### src/rtl/count_sequencer.sv
// Start/stop/pause count sequencer: counts 0..limit_q, then reloads (periodic) or parks in DONE.
// Optional interrupt output enabled by defining COUNT_SEQUENCER_IRQ_EN (adds irq_clr / irq).
//
// state    | meaning
// ---------+---------------------------------------------------------
// ST_IDLE  | waiting for start, count held at 0
// ST_RUN   | counting one step per edge toward limit_q
// ST_PAUSE | count frozen while pause is high
// ST_DONE  | one-shot finished, count holds limit_q until start/stop
module count_sequencer #(
  parameter int WIDTH = 8
) (
  input  logic             clk,
  input  logic             rst_n,
  input  logic             start,
  input  logic             stop,
  input  logic             pause,
  input  logic             periodic,
  input  logic [WIDTH-1:0] limit,
`ifdef COUNT_SEQUENCER_IRQ_EN
  input  logic             irq_clr,
  output logic             irq,
`endif
  output logic [WIDTH-1:0] count,
  output logic [1:0]       state,
  output logic             busy,
  output logic             done
);

  typedef enum logic [1:0] {
    ST_IDLE  = 2'b00,
    ST_RUN   = 2'b01,
    ST_PAUSE = 2'b10,
    ST_DONE  = 2'b11
  } state_t;

  state_t           state_q, state_d;
  logic [WIDTH-1:0] count_q, count_d;
  logic [WIDTH-1:0] limit_q, limit_d;
  logic             done_q, done_d;

  always_ff @(posedge clk or negedge rst_n) begin
    if (!rst_n) begin
      state_q <= ST_IDLE;
      count_q <= '0;
      limit_q <= '0;
      done_q  <= 1'b0;
    end else begin
      state_q <= state_d;
      count_q <= count_d;
      limit_q <= limit_d;
      done_q  <= done_d;
    end
  end

  // Priority: stop, then start, then pause/normal sequencing.
  always_comb begin
    state_d = state_q;
    count_d = count_q;
    limit_d = limit_q;
    done_d  = 1'b0;
    if (stop) begin
      state_d = ST_IDLE;
      count_d = '0;
    end else if (start) begin
      state_d = ST_RUN;
      count_d = '0;
      limit_d = limit;
    end else begin
      case (state_q)
        ST_RUN: begin
          if (pause) begin
            state_d = ST_PAUSE;
          end else if (count_q == limit_q) begin
            done_d = 1'b1;
            if (periodic) count_d = '0;
            else          state_d = ST_DONE;
          end else begin
            count_d = count_q + WIDTH'(1);
          end
        end
        ST_PAUSE: begin
          if (!pause) state_d = ST_RUN;
        end
        default: begin
        end
      endcase
    end
  end

`ifdef COUNT_SEQUENCER_IRQ_EN
  logic irq_q;

  // A new terminal event outranks a coincident clear so no event is lost.
  always_ff @(posedge clk or negedge rst_n) begin
    if (!rst_n)       irq_q <= 1'b0;
    else if (done_d)  irq_q <= 1'b1;
    else if (irq_clr) irq_q <= 1'b0;
  end

  assign irq = irq_q;
`endif

  assign count = count_q;
  assign state = state_q;
  assign done  = done_q;
  assign busy  = (state_q == ST_RUN) || (state_q == ST_PAUSE);

endmodule

### config.mk
export PLATFORM = sky130hd
export DESIGN_NAME = count_sequencer
export DESIGN_NICKNAME = d
export VERILOG_FILES = /design/src/rtl/count_sequencer.sv
export SDC_FILE = /design/constraint.sdc
export NUM_CORES = 1
export LEC_CHECK = 0
export BUFFER_PORTS_ARGS = -buffer_cell sky130_fd_sc_hd__buf_4
export CORE_UTILIZATION = 52
export DETAILED_ROUTE_END_ITERATION = 16
export MAX_ROUTING_LAYER = met4
export PLACE_DENSITY = 0.84
export SYNTH_ARGS = -nofsm -noshare
export SYNTH_HDL_FRONTEND = slang
export SYNTH_SLANG_ARGS = --single-unit
export TNS_END_PERCENT = 50
### constraint.sdc
create_clock -name clk -period 1.8 [get_ports clk]
set_input_delay 0.36 -clock clk [delete_from_list [all_inputs] [get_ports clk]]
set_output_delay 0.36 -clock clk [all_outputs]
set_load 0.05 [all_outputs]
=== After elaboration in Yosys (flattened, before gate mapping) ===
Index checks and enable logic that the tools add are counted.

* Equal/unequal tests: 8
* Mux-type cells: 18
* Reduce and logical (&&, ||, !) cells: 6
* $add $sub $neg: 1
* Bitwise logic cells: 1

{| class="wikitable"
|+ Operator list
! operator !! count
|-
| 8-bit 2-to-1 mux || 6
|-
| 2-bit 2-to-1 mux || 6
|-
| 5-bit inequality test, second input constant || 2
|-
| 8-bit by 1-bit adder with 8-bit output, second input constant || 1
|-
| 8-bit equality test || 1
|-
| 4-bit inequality test, second input constant || 2
|-
| 1-bit 2-to-1 mux || 5
|-
| 2-bit one-hot mux with 2 select lines || 1
|-
| 4-bit AND reduction || 1
|-
| 4-bit nonzero test || 1
|-
| 3-bit inequality test, second input constant || 1
|-
| 3-bit AND reduction || 1
|-
| 3-bit nonzero test || 1
|-
| 2-bit by 1-bit equality test with 1-bit output, second input constant || 1
|-
| 2-bit equality test, second input constant || 1
|-
| 2-bit AND reduction || 1
|-
| 1-bit logical OR || 1
|-
| 1-bit inverter || 1
|}

* Word-level logic and storage cells: 38
* Bits in registers: 19
* Output and inout port bits: 12

=== Longest topological paths before layout ===
Gate-level depths: netlist (run 1).

* Depth in word-level cells: 6
* Mapped depth: 7

=== Worst setup path after synthesis (run 1) ===
OpenSTA, ideal clock, no wires.

* Path kind: register to register
* Start point: reg state_q[0] (netlist: state[0])
* End point: reg count_q[6] (netlist: count[6])
* Path slack: -63 ps
* Data arrival time: 1,786 ps
* Cell stages (with the launch flop): 7
* Library setup time: 78 ps
* Path through: dfrtp_1 -> ha_1 -> nand2b_1 -> a21oi_1 -> nand4_1 -> or3_1 -> a21oi_1

* Word-level cells in the longest chain between the ends: 3

{| class="wikitable"
|+ Ends and longest elaborated chain
! what !! line !! RTL
|-
| from (decl) || 37 || <nowiki>state_t state_q, state_d;</nowiki>
|-
| from (signal assigned) || 49 || <nowiki>state_q <= state_d;</nowiki>
|-
| 2-bit by 1-bit equality test with 1-bit output || 70 || <nowiki>case (state_q)</nowiki>
|-
| 3-bit nonzero test (no line) || -- ||
|-
| 3-bit AND reduction (no line) || -- ||
|-
| to (signal assigned) || 50 || <nowiki>count_q <= count_d;</nowiki>
|-
| to (decl) || 38 || <nowiki>logic [WIDTH-1:0] count_q, count_d;</nowiki>
|}

Every way passes these cells.
A chain may end at the register's enable or synchronous reset.

=== Worst setup path after layout (run 1) ===
* Start point: reg state_q[1] (netlist: state[1])
* End point: reg count_q[4] (netlist: count[4])

The elaborated chain is that of the path after synthesis.

==> results of run 1 <==
metrics by stage:
stage | cell area, um^2 | setup slack [ns]
after floorplan | 1155 | 0.02028
after global placement | 1384 | 0.1595
after detailed placement | 1384 | 0.02627
after CTS | 1423 | 0.04000
after global routing | 1453 | -0.007329
final | 1453 | 0.08965
synth_stat cells (2+ instances only):
| cell | instances |
|---|---|
| dfrtp_1 | 19 |
| mux2_2 | 8 |
| xnor2_1 | 7 |
| nand2_1 | 6 |
| nor2_1 | 6 |
| nor3_1 | 6 |
| o21ai_0 | 6 |
| a21oi_1 | 5 |
| nand3_1 | 4 |
| ha_1 | 3 |
| inv_1 | 3 |
| a21o_1 | 2 |
| nand3b_1 | 2 |
| nand4_4 | 2 |
| nor2b_1 | 2 |
| o21a_1 | 2 |
| or3_1 | 2 |
worst paths after layout:
| check | from | endpoint | slack, ns | cells past startpoint |
|---|---|---|---|---|
| min | limit[1] | limit_q[1] | 0.29 | 2 |
| min reg2reg | limit_q[4] | limit_q[4] | 0.55 | 1 |
| min in group asynchronous | rst_n | count[6] | 0.45 | 2 |
| max | state[1] | count[4] | 0.09 | 7 |
| max reg2reg | state[1] | count[4] | 0.09 | 7 |
| max in group asynchronous | rst_n | count[0] | 1.14 | 2 |
cell type report:
cell class,instances,area (um^2)
Timing Repair Buffer,31,235.2
Fill cell,154,569.3
Inverter,3,11.26
Tap cell,27,33.78
Clock buffer,4,26.28
Multi-Input combinational cell,82,663.1
Sequential cell,19,483.0
repair_timing:
| item | CTS | global route |
|---|---|---|
| endpoints found under the setup margin | 2 | 6 |
| setup buffers | 0 | 2 |
| hold endpoints to repair | 19 | 0 |
| hold buffers | 1 | 0 |
| pin swaps | 0 | 2 |
| gates resized for setup | 1 | 4 |
cell families after synthesis:
group                      count (synthesis)
buffers and inverters                      6
adders and majority gates                  3
and+or+nand+nor                           37
xor gates and xnor gates                   8
muxes                                      9
DFF                                       19
AOI/OAI and AO/OA                         25
registers in the layout (all words and copies together), names as in the netlist:
| name | cells |
|---|---|
| state | 2 |
| done | 1 |
| limit_q | 8 |
| count | 8 |
where the power goes:
part	internal [uW]	total, uW	switching (uW)
sequential	465	498	32.6
clock	86.2	222	136
combinational	137	341	205
total	688	1060	373
routing by layer:
metal / routed length [um] / up-vias / share of wire [%]
met1: 1114 / 459 / 44
met2: 1274 / 39 / 50
met4: 13 / 0 / 0.51
met5: 0 / - / 0
li1: - / 455 / -
met3: 123 / 2 / 4.9
worst max-delay path: cells and delay by family, from the launching register on:
| family | cells | cell delay, ns |
|---|---|---|
| AO/OA/AOI/OAI | 2 | 0.33 |
| buffers and inverters | 1 | 0.08 |
| adder cells (fa/ha/maj) | 1 | 0.24 |
| flip-flops | 1 | 0.45 |
| AND/OR/NAND/NOR | 3 | 0.54 |
==> flow_summary.ini, run 1 <==
[run_status]
status = finished, final reports clean

[placement]
io_buffers = 25
hpwl_mm = 1.921
gp_congestion = 0.8277
placedCellCount = 159

[worst_setup_path]
cp_common_cell = a21oi_2
worstPathArrival_ns = 1.94
worstPathCellList = inv_1, ha_2, nand2b_2, a21oi_2, nand2_1, or3_1, a21oi_2
worstPathRequired_ns = 2.03
path_max_fanout = 6
cpPeakStageDelay_ns = 0.45
start_kind = flip-flop
critPathCaptureType = flip-flop
crit_slowest_cell = dfrtp_2
worst-setup-path-type = flip-flop to flip-flop

[yosys]
ys_types = 39
yosys-mux-area-fraction_pct = 8.724
synth_top_area_share_pct = 41.44
synthAdderAreaFrac_pct = 3.272
ys.flop_type = dfrtp_1
syn-instance-count = 107
seq_area_frac_synth_pct = 41.44
syn-cell-area_mm2 = 0.001147
synth_nets = 124
yosys.area_share.simple_pct = 21.16
synth_top_family_by_area = simple AND/OR/NAND/NOR gates
avgSynthCellArea_um2 = 10.72
netlist_top_cells_area = dfrtp_1, mux2_2, xnor2_1, nand4_4, ha_1
synth_compound_area_share_pct = 16.36
synth_top_cell_by_area = dfrtp_1
synth_warnings = 0
synthArstFlopShare_pct = 100.0
synth-xor-area-share_pct = 6.761
synth-seq-cells = 19
synth_edf_count = 0

[clocking]
cts_max_level = 1
numCtsBuffers = 3
clock_latency_ns = 0.29
clockBufferDepth = 2
clkTransAtPathRegs_ns = 0.11
cts_tree = built
cts.sinks = 19
root_buffer = clkbuf_4

[pwr]
max-vdd-ir-drop_v = 0.0004946
p_leak_uw = 0.0005774
powerDensity_mw_per_mm2 = 730.4
total_power_uw = 1061

[floorplanning]
initial_core_util_pct = 56.75
rows = 16
io_pins = 26
die_h_um = 48.97
die_area_mm2 = 0.002398
core_area_mm2 = 0.002022
die_x_um = 48.97

[grt]
grt_max_degree = 20
met3_usage_pct = 4.050
grt_pass1_vias = 896
grt_overflow = 0
grtUsageMet2_pct = 41.44
grt_pass1_wl_mm = 4.305
busiest_layer = met2
antenna_found_initial = 0
use_met1_pct = 30.72
grt_use_total_pct = 24.88

[cells_and_area]
finalNonFillerCells = 166
num_antenna_cells = 0
layout_common_cells = buf_4, dfrtp_1, mux2_2, xnor2_1
fin_util_pct = 71.84
fin_nets = 157
final_common_cell = buf_4
drive_gt1_share_pct = 43.88
syn_to_final_growth_pct = 26.61

[routing]
drt-wirelength-per-cell_um = 15.22
drc = 0
drt-initial-drc-count = 26
wl_mm = 2.527
via_per_inst = 5.753
num_vias = 955
ant_nets = 0
dr.pass1.iters = 4

[timing]
timing.hold.ws_ns = 0.2905
fin_crit_ns = 1.710
min_period_over_period_pct = 95.02
hold_violations = 0
setup_tns_ns = 0
grt_setup_unrepaired = true
fmax_ghz = 0.5847
max_slew.worst_pin.slew_ns = 0.5325
maxSlewHeadroom_pct = 64.37
finalMaxSlewViolations = 0
finalClockSkew_ns = 0.001714
setup_violations = 0

[worst_hold_path]
hold_class = input port to flip-flop

[flow_run]
drv_cap = 0
(Power assumes the default switching activity.)
==> run 2: changes to the inputs <==
Settings changed: CTS_BUF_LIST set to sky130_fd_sc_hd__clkbuf_16.
==> run 2 against run 1 <==
Net effect:
- first-iteration DRC count grew 38%
- fmax is 0.42% higher
- largest power group unchanged
- die area unchanged
- worst setup slack gained 0.0072 ns
- via count increased by 2.0%
==> flow_summary.ini, run 2 (synthesis results as in run 1) <==
[run_status]
status = finished, final reports clean

[cells_and_area]
num_antenna_cells = 0
drive_gt1_share_pct = 42.75
nFillCells = 138
layout_common_cells = buf_4, dfrtp_1, mux2_2, xnor2_1
syn_to_final_growth_pct = 30.21
regArea_um2 = 483.0
fin_nets = 156
final_common_cell = buf_4
multi_input_area_um2 = 659.4

[timing]
setup_violations = 0
grt_setup_unrepaired = true
fin_crit_ns = 1.703
maxSlewHeadroom_pct = 65.36
setup_tns_ns = 0
finalClockSkew_ns = 0.001425
hold_violations = 0
layout_setup_ws_ns = 0.09686
min_period_over_period_pct = 94.62
max_slew.worst_pin.slew_ns = 0.5176
finalMaxSlewViolations = 0
fmax_ghz = 0.5871
timing.hold.ws_ns = 0.3423

[routing]
via_per_inst = 5.903
wl_mm = 2.649
ant_nets = 0
drc = 0
drt-initial-drc-count = 36
drt-wirelength-per-cell_um = 16.05
num_vias = 974
dr.pass1.iters = 5

[worst_setup_path]
path_max_fanout = 6
cpPeakStageDelay_ns = 0.43
worst-setup-path-type = flip-flop to flip-flop
r2r_slack_ns = 0.1
worstPathCellList = inv_1, ha_2, nand3b_1, a21oi_2, nand2_1, a21o_1, a21oi_1
worstPathArrival_ns = 1.87
crit_slowest_cell = dfrtp_2
worstPathRequired_ns = 1.97
start_kind = flip-flop
critPathCaptureType = flip-flop

[floorplanning]
rows = 16
initial_core_util_pct = 56.75
die_h_um = 48.97
io_pins = 26
die_area_mm2 = 0.002398
core_area_mm2 = 0.002022
die_x_um = 48.97

[grt]
grt_pass1_vias = 918
grt_max_degree = 20
grt_overflow = 0
antenna_found_initial = 0
grt_pass1_wl_mm = 4.416
grt_use_total_pct = 25.36

[clocking]
root_buffer = clkbuf_16
clockBufferDepth = 2
clkTransAtPathRegs_ns = 0.05
clock_latency_ns = 0.25
cts.sinks = 19
cts_max_level = 1
cts_tree = built
numCtsBuffers = 3

[placement]
hpwl_mm = 1.921
gp_congestion = 0.8277
place_ws_ns = 0.02627
io_buffers = 25

[pwr]
max-vdd-ir-drop_v = 0.0006120
powerDensity_mw_per_mm2 = 863.9
p_leak_uw = 0.0006005

[worst_hold_path]
hold_class = input port to flip-flop

[flow_run]
drv_cap = 0
run 2: cell types whose count changed in the layout (fill, tap and decap cells not counted), sizes merged:
cell,previous run,this run
clkbuf,4,3
buf,30,29
inv,3,4
run 2: routing by layer:
| layer | part of all wire (%) | up-vias | track usage (%) | routed length [um] |
|---|---|---|---|---|
| met5 | 0 | - | - | 0 |
| met4 | 2.0 | 0 | 9.314 | 52 |
| met3 | 6.4 | 8 | 2.804 | 170 |
| met2 | 50 | 54 | 42.36 | 1321 |
| met1 | 42 | 460 | 31.73 | 1105 |
| li1 | - | 452 | - | - |
run 2: path summary, 6_finish.rpt:
kind	startpoint	to	depth (start not counted)
setup / recovery	state[1]	count[7]	7
hold / removal	limit[2]	limit_q[2]	2
setup reg to reg	state[1]	count[7]	7
hold reg to reg	limit_q[5]	limit_q[5]	1
max in group asynchronous	rst_n	state[0]	2
min in group asynchronous	rst_n	count[7]	2
run 2: worst max-delay path, delay by kind of cell, from the launching register on:
family | cells | cell delay [ns]
compound gates | 3 | 0.57
flops | 1 | 0.43
simple gates | 2 | 0.31
fa+ha+maj | 1 | 0.23
buf+inv | 1 | 0.08
run 2: report_power, final:
| group | total, uW | internal, uW | leakage (uW) | switching, uW |
|---|---|---|---|---|
| clock network | 451 | 295 | 0.0000423 | 155 |
| registers | 500 | 466 | 0.000236 | 33.3 |
| logic | 340 | 135 | 0.000322 | 206 |
| total | 1290 | 896 | 0.000601 | 394 |
run 2: timing repair:
action                                  4_1_cts  5_1_grt
hold buffers                                  1        0
hold endpoints to repair                     19        0
resized for setup                             0        4
setup buffers                                 0        1
endpoints found under the setup margin        0        6
run 2: cell type report:
class,count,area share [%]
inverters,3,0.7538
clock buffers,3,5.025
flip-flops and latches,19,32.33
clock inverters,1,0.2513
multi-input cells,82,44.14
repair buffers,30,15.24
well taps,27,2.261
run 2: per-stage QoR:
step,total power [uW],util [%],std cells,cell area [um^2]
CTS,1284,72.83,164,1473
floorplan,732.8,-,107,1155
detailed placement,836.2,68.44,159,1384
global placement,820.4,68.44,159,1384
finish,1291,73.89,165,1494
global route,1350,73.89,165,1494
